`src/rtl/decode_pkg.sv`:
```
// Shared decode definitions: opcode/funct encodings, ALU control enum and the
// control bundle that travels from ID to EX.
package decode_pkg;

  localparam logic [5:0] OP_RTYPE = 6'h00;
  localparam logic [5:0] OP_J     = 6'h02;
  localparam logic [5:0] OP_JAL   = 6'h03;
  localparam logic [5:0] OP_BEQ   = 6'h04;
  localparam logic [5:0] OP_BNE   = 6'h05;
  localparam logic [5:0] OP_ADDI  = 6'h08;
  localparam logic [5:0] OP_ANDI  = 6'h0C;
  localparam logic [5:0] OP_ORI   = 6'h0D;
  localparam logic [5:0] OP_LW    = 6'h23;
  localparam logic [5:0] OP_SW    = 6'h2B;

  localparam logic [5:0] FN_JR  = 6'h08;
  localparam logic [5:0] FN_ADD = 6'h20;
  localparam logic [5:0] FN_SUB = 6'h22;
  localparam logic [5:0] FN_AND = 6'h24;
  localparam logic [5:0] FN_OR  = 6'h25;
  localparam logic [5:0] FN_XOR = 6'h26;
  localparam logic [5:0] FN_SLT = 6'h2A;

  // ALU_ADD must stay the zero encoding so an all-zero bundle is a clean bubble.
  typedef enum logic [2:0] {
    ALU_ADD = 3'd0,
    ALU_SUB = 3'd1,
    ALU_AND = 3'd2,
    ALU_OR  = 3'd3,
    ALU_XOR = 3'd4,
    ALU_SLT = 3'd5
  } alu_ctrl_t;

  typedef struct packed {
    logic      regwrite;
    logic      memtoreg;
    logic      memwrite;
    logic      branch;
    logic      bne;
    logic      alusrc;
    logic      regdst;
    logic      jump;
    logic      link;
    logic      jr;
    logic      zeroext;
    alu_ctrl_t alu_op;
  } ctrl_t;

endpackage

```
`src/rtl/decode_ctrl.sv`:
```
// Combinational main decoder: opcode/funct to control bundle and operand usage.
// j/jal are only recognised when DECODE_JAL_EN is defined.
module decode_ctrl
  import decode_pkg::*;
(
  input  logic [5:0] op,
  input  logic [5:0] funct,
  output ctrl_t      ctrl,
  output logic       uses_rs,
  output logic       uses_rt,
  output logic       legal
);

  always_comb begin
    ctrl    = '0;
    uses_rs = 1'b0;
    uses_rt = 1'b0;
    legal   = 1'b1;
    case (op)
      OP_RTYPE: begin
        ctrl.regwrite = 1'b1;
        ctrl.regdst   = 1'b1;
        uses_rs       = 1'b1;
        uses_rt       = 1'b1;
        case (funct)
          FN_ADD: ctrl.alu_op = ALU_ADD;
          FN_SUB: ctrl.alu_op = ALU_SUB;
          FN_AND: ctrl.alu_op = ALU_AND;
          FN_OR:  ctrl.alu_op = ALU_OR;
          FN_XOR: ctrl.alu_op = ALU_XOR;
          FN_SLT: ctrl.alu_op = ALU_SLT;
          FN_JR: begin
            ctrl.regwrite = 1'b0;
            ctrl.regdst   = 1'b0;
            ctrl.jr       = 1'b1;
            uses_rt       = 1'b0;
          end
          default: begin
            ctrl    = '0;
            uses_rs = 1'b0;
            uses_rt = 1'b0;
            legal   = 1'b0;
          end
        endcase
      end
      OP_LW: begin
        ctrl.regwrite = 1'b1;
        ctrl.memtoreg = 1'b1;
        ctrl.alusrc   = 1'b1;
        uses_rs       = 1'b1;
      end
      OP_SW: begin
        ctrl.memwrite = 1'b1;
        ctrl.alusrc   = 1'b1;
        uses_rs       = 1'b1;
        uses_rt       = 1'b1;
      end
      OP_ADDI: begin
        ctrl.regwrite = 1'b1;
        ctrl.alusrc   = 1'b1;
        uses_rs       = 1'b1;
      end
      OP_ANDI, OP_ORI: begin
        ctrl.regwrite = 1'b1;
        ctrl.alusrc   = 1'b1;
        ctrl.zeroext  = 1'b1;
        ctrl.alu_op   = (op == OP_ANDI) ? ALU_AND : ALU_OR;
        uses_rs       = 1'b1;
      end
      OP_BEQ, OP_BNE: begin
        ctrl.branch = 1'b1;
        ctrl.bne    = (op == OP_BNE);
        ctrl.alu_op = ALU_SUB;
        uses_rs     = 1'b1;
        uses_rt     = 1'b1;
      end
`ifdef DECODE_JAL_EN
      OP_J: ctrl.jump = 1'b1;
      OP_JAL: begin
        ctrl.jump     = 1'b1;
        ctrl.link     = 1'b1;
        ctrl.regwrite = 1'b1;
      end
`endif
      default: legal = 1'b0;
    endcase
  end

endmodule

```
`src/rtl/decode_regfile.sv`:
```
// Register file with two read ports, write-first bypass and a hardwired-zero r0.
module decode_regfile #(
  parameter int XLEN = 32,
  parameter int NREG = 32
) (
  input  logic                    CLK,
  input  logic                    RSTn,
  input  logic                    we,
  input  logic [$clog2(NREG)-1:0] waddr,
  input  logic [XLEN-1:0]         wdata,
  input  logic [$clog2(NREG)-1:0] raddr_a,
  input  logic [$clog2(NREG)-1:0] raddr_b,
  output logic [XLEN-1:0]         rdata_a,
  output logic [XLEN-1:0]         rdata_b
);

  logic [XLEN-1:0] regs_q [NREG];
  logic [XLEN-1:0] regs_d [NREG];

  always_comb begin
    regs_d = regs_q;
    if (we && (waddr != '0)) regs_d[waddr] = wdata;
  end

  always_ff @(posedge CLK) begin
    if (!RSTn) regs_q <= '{default: '0};
    else       regs_q <= regs_d;
  end

  assign rdata_a = (raddr_a == '0) ? '0 :
                   (we && (waddr == raddr_a)) ? wdata : regs_q[raddr_a];
  assign rdata_b = (raddr_b == '0) ? '0 :
                   (we && (waddr == raddr_b)) ? wdata : regs_q[raddr_b];

endmodule

```
`src/rtl/decode_stage.sv`:
```
// Pipeline decode stage: IF/ID register, hazard/stall logic, MEM forwarding,
// branch/jr redirect and the ID/EX register. DECODE_JAL_EN enables j/jal.
module decode_stage
  import decode_pkg::*;
#(
  parameter int              XLEN      = 32,
  parameter int              NREG      = 32,
  parameter logic [XLEN-1:0] RESET_PC4 = '0
) (
  input  logic                    CLK,
  input  logic                    RSTn,
  input  logic                    valid_f,
  input  logic [31:0]             instr_f,
  input  logic [XLEN-1:0]         pcplus4_f,
  input  logic                    flush_d,
  input  logic                    wb_we,
  input  logic [$clog2(NREG)-1:0] wb_addr,
  input  logic [XLEN-1:0]         wb_data,
  input  logic [XLEN-1:0]         alu_out_m,
  output logic                    stall_d,
  output logic                    pcsrc_d,
  output logic [XLEN-1:0]         pcbranch_d,
  output logic                    jumpreg_d,
  output logic [XLEN-1:0]         jrtarget_d,
  output logic                    valid_e,
  output ctrl_t                   ctrl_e,
  output logic [XLEN-1:0]         srca_e,
  output logic [XLEN-1:0]         srcb_e,
  output logic [XLEN-1:0]         imm_e,
  output logic [$clog2(NREG)-1:0] rs_e,
  output logic [$clog2(NREG)-1:0] rt_e,
  output logic [$clog2(NREG)-1:0] rd_e
);

  localparam int IDXW = $clog2(NREG);

  typedef struct packed {
    logic            regwrite;
    logic            memtoreg;
    logic [IDXW-1:0] dst;
  } shadow_t;

  logic            valid_q, valid_d;
  logic [31:0]     instr_q, instr_d;
  logic [XLEN-1:0] pc4_q, pc4_d;
  shadow_t         ex_q, ex_d, mem_q, mem_d;
  logic            valid_e_q, valid_e_d;
  ctrl_t           ctrl_e_q, ctrl_e_d;
  logic [XLEN-1:0] srca_e_q, srca_e_d, srcb_e_q, srcb_e_d, imm_e_q, imm_e_d;
  logic [IDXW-1:0] rs_e_q, rs_e_d, rt_e_q, rt_e_d, rd_e_q, rd_e_d;

  ctrl_t           ctrl;
  logic            uses_rs, uses_rt, legal;
  logic [IDXW-1:0] rs, rt, dst;
  logic [XLEN-1:0] rf_a, rf_b, opa, opb, simm, zimm, br_target, jmp_target;
  logic            fwd_a, fwd_b, ex_hit_rs, ex_hit_rt, mem_ld_rs, mem_ld_rt;
  logic            load_use, branch_hz, take, issue;
  logic            unused_shamt;

  assign rs           = instr_q[21 +: IDXW];
  assign rt           = instr_q[16 +: IDXW];
  assign unused_shamt = ^instr_q[10:6];

  decode_ctrl u_ctrl (
    .op      (instr_q[31:26]),
    .funct   (instr_q[5:0]),
    .ctrl    (ctrl),
    .uses_rs (uses_rs),
    .uses_rt (uses_rt),
    .legal   (legal)
  );

  decode_regfile #(.XLEN(XLEN), .NREG(NREG)) u_rf (
    .CLK     (CLK),
    .RSTn    (RSTn),
    .we      (wb_we),
    .waddr   (wb_addr),
    .wdata   (wb_data),
    .raddr_a (rs),
    .raddr_b (rt),
    .rdata_a (rf_a),
    .rdata_b (rf_b)
  );

  // Only non-load MEM results can be forwarded; loads and EX producers stall instead.
  always_comb begin
    dst        = ctrl.link ? IDXW'(NREG - 1) : (ctrl.regdst ? instr_q[11 +: IDXW] : rt);
    simm       = {{(XLEN-16){instr_q[15]}}, instr_q[15:0]};
    zimm       = {{(XLEN-16){1'b0}}, instr_q[15:0]};
    br_target  = pc4_q + (simm << 2);
    jmp_target = {pc4_q[XLEN-1:28], instr_q[25:0], 2'b00};
    fwd_a      = mem_q.regwrite && !mem_q.memtoreg && (mem_q.dst != '0) && (mem_q.dst == rs);
    fwd_b      = mem_q.regwrite && !mem_q.memtoreg && (mem_q.dst != '0) && (mem_q.dst == rt);
    opa        = fwd_a ? alu_out_m : rf_a;
    opb        = fwd_b ? alu_out_m : rf_b;
    ex_hit_rs  = ex_q.regwrite && (ex_q.dst != '0) && (ex_q.dst == rs);
    ex_hit_rt  = ex_q.regwrite && (ex_q.dst != '0) && (ex_q.dst == rt);
    mem_ld_rs  = mem_q.regwrite && mem_q.memtoreg && (mem_q.dst != '0) && (mem_q.dst == rs);
    mem_ld_rt  = mem_q.regwrite && mem_q.memtoreg && (mem_q.dst != '0) && (mem_q.dst == rt);
    load_use   = ex_q.memtoreg && ((uses_rs && ex_hit_rs) || (uses_rt && ex_hit_rt));
    branch_hz  = (ctrl.branch && (ex_hit_rs || ex_hit_rt || mem_ld_rs || mem_ld_rt)) ||
                 (ctrl.jr && (ex_hit_rs || mem_ld_rs));
  end

  assign stall_d    = valid_q && (load_use || branch_hz);
  assign take       = valid_q && !stall_d && !flush_d;
  assign issue      = take && legal;
  assign pcsrc_d    = take && ((ctrl.branch && (ctrl.bne ? (opa != opb) : (opa == opb))) ||
                               ctrl.jump);
  assign pcbranch_d = ctrl.jump ? jmp_target : br_target;
  assign jumpreg_d  = take && ctrl.jr;
  assign jrtarget_d = opa;

  // A redirect or external flush discards whatever fetch delivers, even while stalled.
  always_comb begin
    valid_d = valid_q;
    instr_d = instr_q;
    pc4_d   = pc4_q;
    if (!stall_d) begin
      valid_d = valid_f;
      instr_d = instr_f;
      pc4_d   = pcplus4_f;
    end
    if (flush_d || pcsrc_d || jumpreg_d) valid_d = 1'b0;
  end

  always_comb begin
    valid_e_d = 1'b0;
    ctrl_e_d  = '0;
    srca_e_d  = '0;
    srcb_e_d  = '0;
    imm_e_d   = '0;
    rs_e_d    = '0;
    rt_e_d    = '0;
    rd_e_d    = '0;
    ex_d      = '0;
    if (issue) begin
      valid_e_d   = 1'b1;
      ctrl_e_d    = ctrl;
      srca_e_d    = ctrl.link ? pc4_q : opa;
      srcb_e_d    = opb;
      imm_e_d     = ctrl.zeroext ? zimm : simm;
      rs_e_d      = rs;
      rt_e_d      = rt;
      rd_e_d      = dst;
      ex_d.regwrite = ctrl.regwrite;
      ex_d.memtoreg = ctrl.memtoreg;
      ex_d.dst      = dst;
    end
    mem_d = ex_q;
  end

  always_ff @(posedge CLK) begin
    if (!RSTn) begin
      valid_q   <= 1'b0;
      instr_q   <= '0;
      pc4_q     <= RESET_PC4;
      ex_q      <= '0;
      mem_q     <= '0;
      valid_e_q <= 1'b0;
      ctrl_e_q  <= '0;
      srca_e_q  <= '0;
      srcb_e_q  <= '0;
      imm_e_q   <= '0;
      rs_e_q    <= '0;
      rt_e_q    <= '0;
      rd_e_q    <= '0;
    end else begin
      valid_q   <= valid_d;
      instr_q   <= instr_d;
      pc4_q     <= pc4_d;
      ex_q      <= ex_d;
      mem_q     <= mem_d;
      valid_e_q <= valid_e_d;
      ctrl_e_q  <= ctrl_e_d;
      srca_e_q  <= srca_e_d;
      srcb_e_q  <= srcb_e_d;
      imm_e_q   <= imm_e_d;
      rs_e_q    <= rs_e_d;
      rt_e_q    <= rt_e_d;
      rd_e_q    <= rd_e_d;
    end
  end

  assign valid_e = valid_e_q;
  assign ctrl_e  = ctrl_e_q;
  assign srca_e  = srca_e_q;
  assign srcb_e  = srcb_e_q;
  assign imm_e   = imm_e_q;
  assign rs_e    = rs_e_q;
  assign rt_e    = rt_e_q;
  assign rd_e    = rd_e_q;

endmodule

```
`config.mk`:
```
export PLATFORM = sky130hd
export DESIGN_NAME = decode_stage
export DESIGN_NICKNAME = d
export VERILOG_FILES = /design/src/rtl/decode_pkg.sv /design/src/rtl/decode_ctrl.sv /design/src/rtl/decode_regfile.sv /design/src/rtl/decode_stage.sv
export SDC_FILE = /design/constraint.sdc
export NUM_CORES = 2
export LEC_CHECK = 0
export CAP_MARGIN = 25
export CORE_MARGIN = 2
export CORE_UTILIZATION = 44
export DETAILED_ROUTE_END_ITERATION = 16
export PLACE_DENSITY = 0.64
export SETUP_SLACK_MARGIN = 0.05
export SYNTH_ARGS = -nofsm -noshare
export SYNTH_HDL_FRONTEND = slang
export SYNTH_SLANG_ARGS = --single-unit
export TNS_END_PERCENT = 100
```
`constraint.sdc`:
```
create_clock -name CLK -period 8.3 [get_ports CLK]
set_input_delay 1.66 -clock CLK [delete_from_list [all_inputs] [get_ports CLK]]
set_output_delay 1.66 -clock CLK [all_outputs]
set_load 0.01 [all_outputs]
```
==> results.yml <==
status:
  status: "completed"
grt:
  grt_util_all_layers: 0.390
  first_global_vias: 55825
  grt_max_degree: 227
  grt_antenna_before_repair: 24
  grt_pass1_wl_um: 414000
  overflow: 0
timing:
  rsz0062_at_grt: "no"
  slew_viol_final: 0
  clock_skew_ns: 0.0360
  finalHoldViolations: 0
  worst_slew_pin_slew_ns: 1.19
  fmax_mhz: 124
  setup_viol: 0
  post-route-min-period_ns: 8.04
  fin_tns_setup_ns: 0
  slew_headroom: 0.210
  min_period_over_period: 0.968
power:
  power_density_nw_per_um2: 186
  p_int_mw: 10.0
  ir_drop_v: 0.000236
  leakage_nw: 24.8
  p_sw_mw: 3.74
  clkPwrFrac: 0.453
  seqPwrFrac: 0.430
  p_total_mw: 13.7
  pwr-share-comb: 0.116
  p_sw_frac: 0.272
logic_synthesis:
  syn-cell-area_um2: 63800
  synth.avg_cell_area_um2: 8.89
  synth_flop_cell: "dfxtp_1"
  yosys_warnings: 0
  synth_seq_cells: 1205
  synth.distinct_cells: 95
  ys_seq_area_frac: 0.378
  synth-edff-count: 0
  async_reset_ff_frac: 0
  syn_inst: 7183
route:
  drt_iter0_markers: 10099
  drc: 0
  wl_met2_um: 121000
  wl_met3_um: 46200
  via_per_inst: 6.49
  top_layer: "met5"
  dr.pass1.iters: 7
  routed_wl_um: 299000
  vias: 60089
  antenna_left: 0
  wl_per_cell_um: 32.2
  wl_met1_um: 108000
clocking:
  clkTransAtPathRegs_ns: 0.06
  htree_levels: 4
  clk_path_buf_depth: 3
  cts_tree: "built"
  clock_sinks: 1205
  numCtsBuffers: 140
  clock_latency_ns: 0.83
  holdBufCountCts: 0
  root_buffer: "clkbuf_16"
placed_design:
  place.gp.congestion: 1.06
  io_buffers: 328
  dp_hpwl_um: 196000
finish:
  n_fill_cell: 13117
  drive_gt1_frac: 0.131
  layout.nets: 7406
  synthToLayoutAreaGrowth_pct: 15.7
die:
  io-pin-count: 331
  initial_utilization: 0.444
  die_width_um: 385
  row_count: 139
  die_height_um: 385
  coreArea_um2: 144000
  die_area_um2: 148000
worst_setup_path:
  r2r_start: "instr_q[18]"
  crit_type: "reg2out"
  crit_fanout: 38
  start_kind: "flip-flop"
  end_kind: "output pin"
  critPathRequiredTime_ns: 6.64
  cp-startpoint: "instr_q[18]"
  arrival_ns: 6.38
worst_hold_path:
  min_from: "pc4_q[0]"
  hold_path_class: "reg2reg"
flow_run:
  cap_violations: 0
-- routing by layer --
metal,vias up,track usage
met5,-,0
met4,26,0.260
met1,28905,0.487
met3,1216,0.158
met2,4864,0.550
li1,25078,-
-- worst max-delay path, cell delays in order (launching register included) --
cell and delay (ns):
dfxtp_4 0.85, or3_1 0.75, buf_4 0.28, o221ai_1 0.12
a21oi_1 0.73, a22o_1 0.53, a211oi_1 0.10, a211o_1 0.34
xnor2_1 0.16, nand4_1 0.22, or4_4 0.60, or3_1 0.33
a21oi_1 0.19, dlymetal6s2s_1 0.29
-- flip-flops by register name, indices dropped and copies added (netlist names), 5 cells and up --
name and flops:
u_rf.regs_q 1024, instr_q 32, pc4_q 32, srca_e 32, srcb_e 32, imm_e 17
ctrl_e 12, mem_q 7, rd_e 5, rs_e 5, rt_e 5
-- cells by family after synthesis --
| logic type | count (synthesis) | share of synthesized area |
|---|---|---|
| AOI/OAI and AO/OA | 1595 | 0.185 |
| xor gates and xnor gates | 89 | 0.0122 |
| DFF | 1205 | 0.378 |
| other | 1 | 0.0000587 |
| muxes | 784 | 0.189 |
| and+or+nand+nor | 2714 | 0.174 |
| buffers and inverters | 765 | 0.0556 |
| adders and majority gates | 30 | 0.00600 |
-- path summary, 6_finish.rpt --
| check | endpoint | slack (ns) | depth (start not counted) |
|---|---|---|---|
| setup / recovery | pcsrc_d | 0.26 | 13 |
| hold / removal | pc4_q[0] | 0.46 | 2 |
| hold reg to reg | pc4_q[0] | 0.46 | 2 |
| setup reg to reg | valid_q | 2.67 | 12 |
-- area by class of cell --
class                           count  area [µm²]  area share
Antenna cell                       12        30.0    0.000406
Clock buffer                      212        4090      0.0553
Clock inverter                     38         447     0.00605
Inverter                           45         169     0.00229
Multi-Input combinational cell   5214       36600       0.496
Sequential cell                  1205       24100       0.327
Tap cell                         1903        2380      0.0322
Timing Repair Buffer              632        5990      0.0810
-- through the flow --
| step | util | cells | cell area, µm² | setup WS [ns] | hold slack (ns) |
|---|---|---|---|---|---|
| 2_1_floorplan | - | 7184 | 63900 | 2.01 | 0.440 |
| 3_3_place_gp | 0.481 | 8994 | 69200 | -0.530 | 0.453 |
| 3_5_place_dp | 0.481 | 8996 | 69200 | -0.522 | 0.461 |
| 4_1_cts | 0.513 | 9246 | 73800 | 0.0630 | 0.469 |
| 5_1_grt | 0.514 | 9252 | 73900 | 0.325 | 0.489 |
| 6_report | 0.514 | 9261 | 73900 | 0.265 | 0.464 |
-- power groups by stage --
stage | sequential, mW | combinational (mW) | clock [mW]
floorplan | 5.99 | 0.844 | 0
global placement | 6.04 | 1.51 | 0
detailed placement | 6.04 | 1.51 | 0
CTS | 5.91 | 1.52 | 6.22
global route | 5.91 | 1.62 | 6.47
finish | 5.91 | 1.60 | 6.23
-- what timing repair did --
| action | CTS | global route |
|---|---|---|
| pin swaps | 2 | 1 |
| buffers inserted | 0 | 1 |
| setup endpoints to repair | 1 | 1 |
| resized for setup | 3 | 4 |
-- Yosys cell counts (71+ instances only) --
master	n	share of area
buf_4	87	0.010
mux2i_1	433	0.068
dfxtp_1	1205	0.38
and2_1	99	0.0097
nand2_1	2197	0.13
clkbuf_1	510	0.030
a21boi_0	1041	0.12
a21oi_1	78	0.0061
nand3_1	81	0.0063
buf_2	71	0.0056
nor2_1	136	0.0080
a22oi_1	155	0.018
mux4_2	308	0.11
-- placed cells by master, fill, tap and decap left out, types with 12 or more instances in the layout --
cell and count:
mux4_1 18, a221oi_1 28, and3_1 28, ha_1 29, xnor2_1 56, o221ai_1 28
clkbuf_8 25, clkbuf_16 143, mux4_2 308, inv_1 43, o21ai_0 46, and2_1 96
a31oi_1 17, nand3_1 80, nor2_4 29, clkdlybuf4s50_1 326, a21oi_1 77, dfxtp_1 1195
clkbuf_1 44, nand4_1 24, diode_2 12, a21boi_0 1041, clkinv_2 19, nor3_1 29
a211oi_1 20, xor2_1 32, mux2i_1 433, buf_12 32, a22oi_1 155, a22o_1 27
o22ai_1 48, nor2b_1 27, buf_4 269, nor2_1 107, nand2_2 26, nand2_1 2164
mux2_2 22
(Power assumes the default switching activity.)
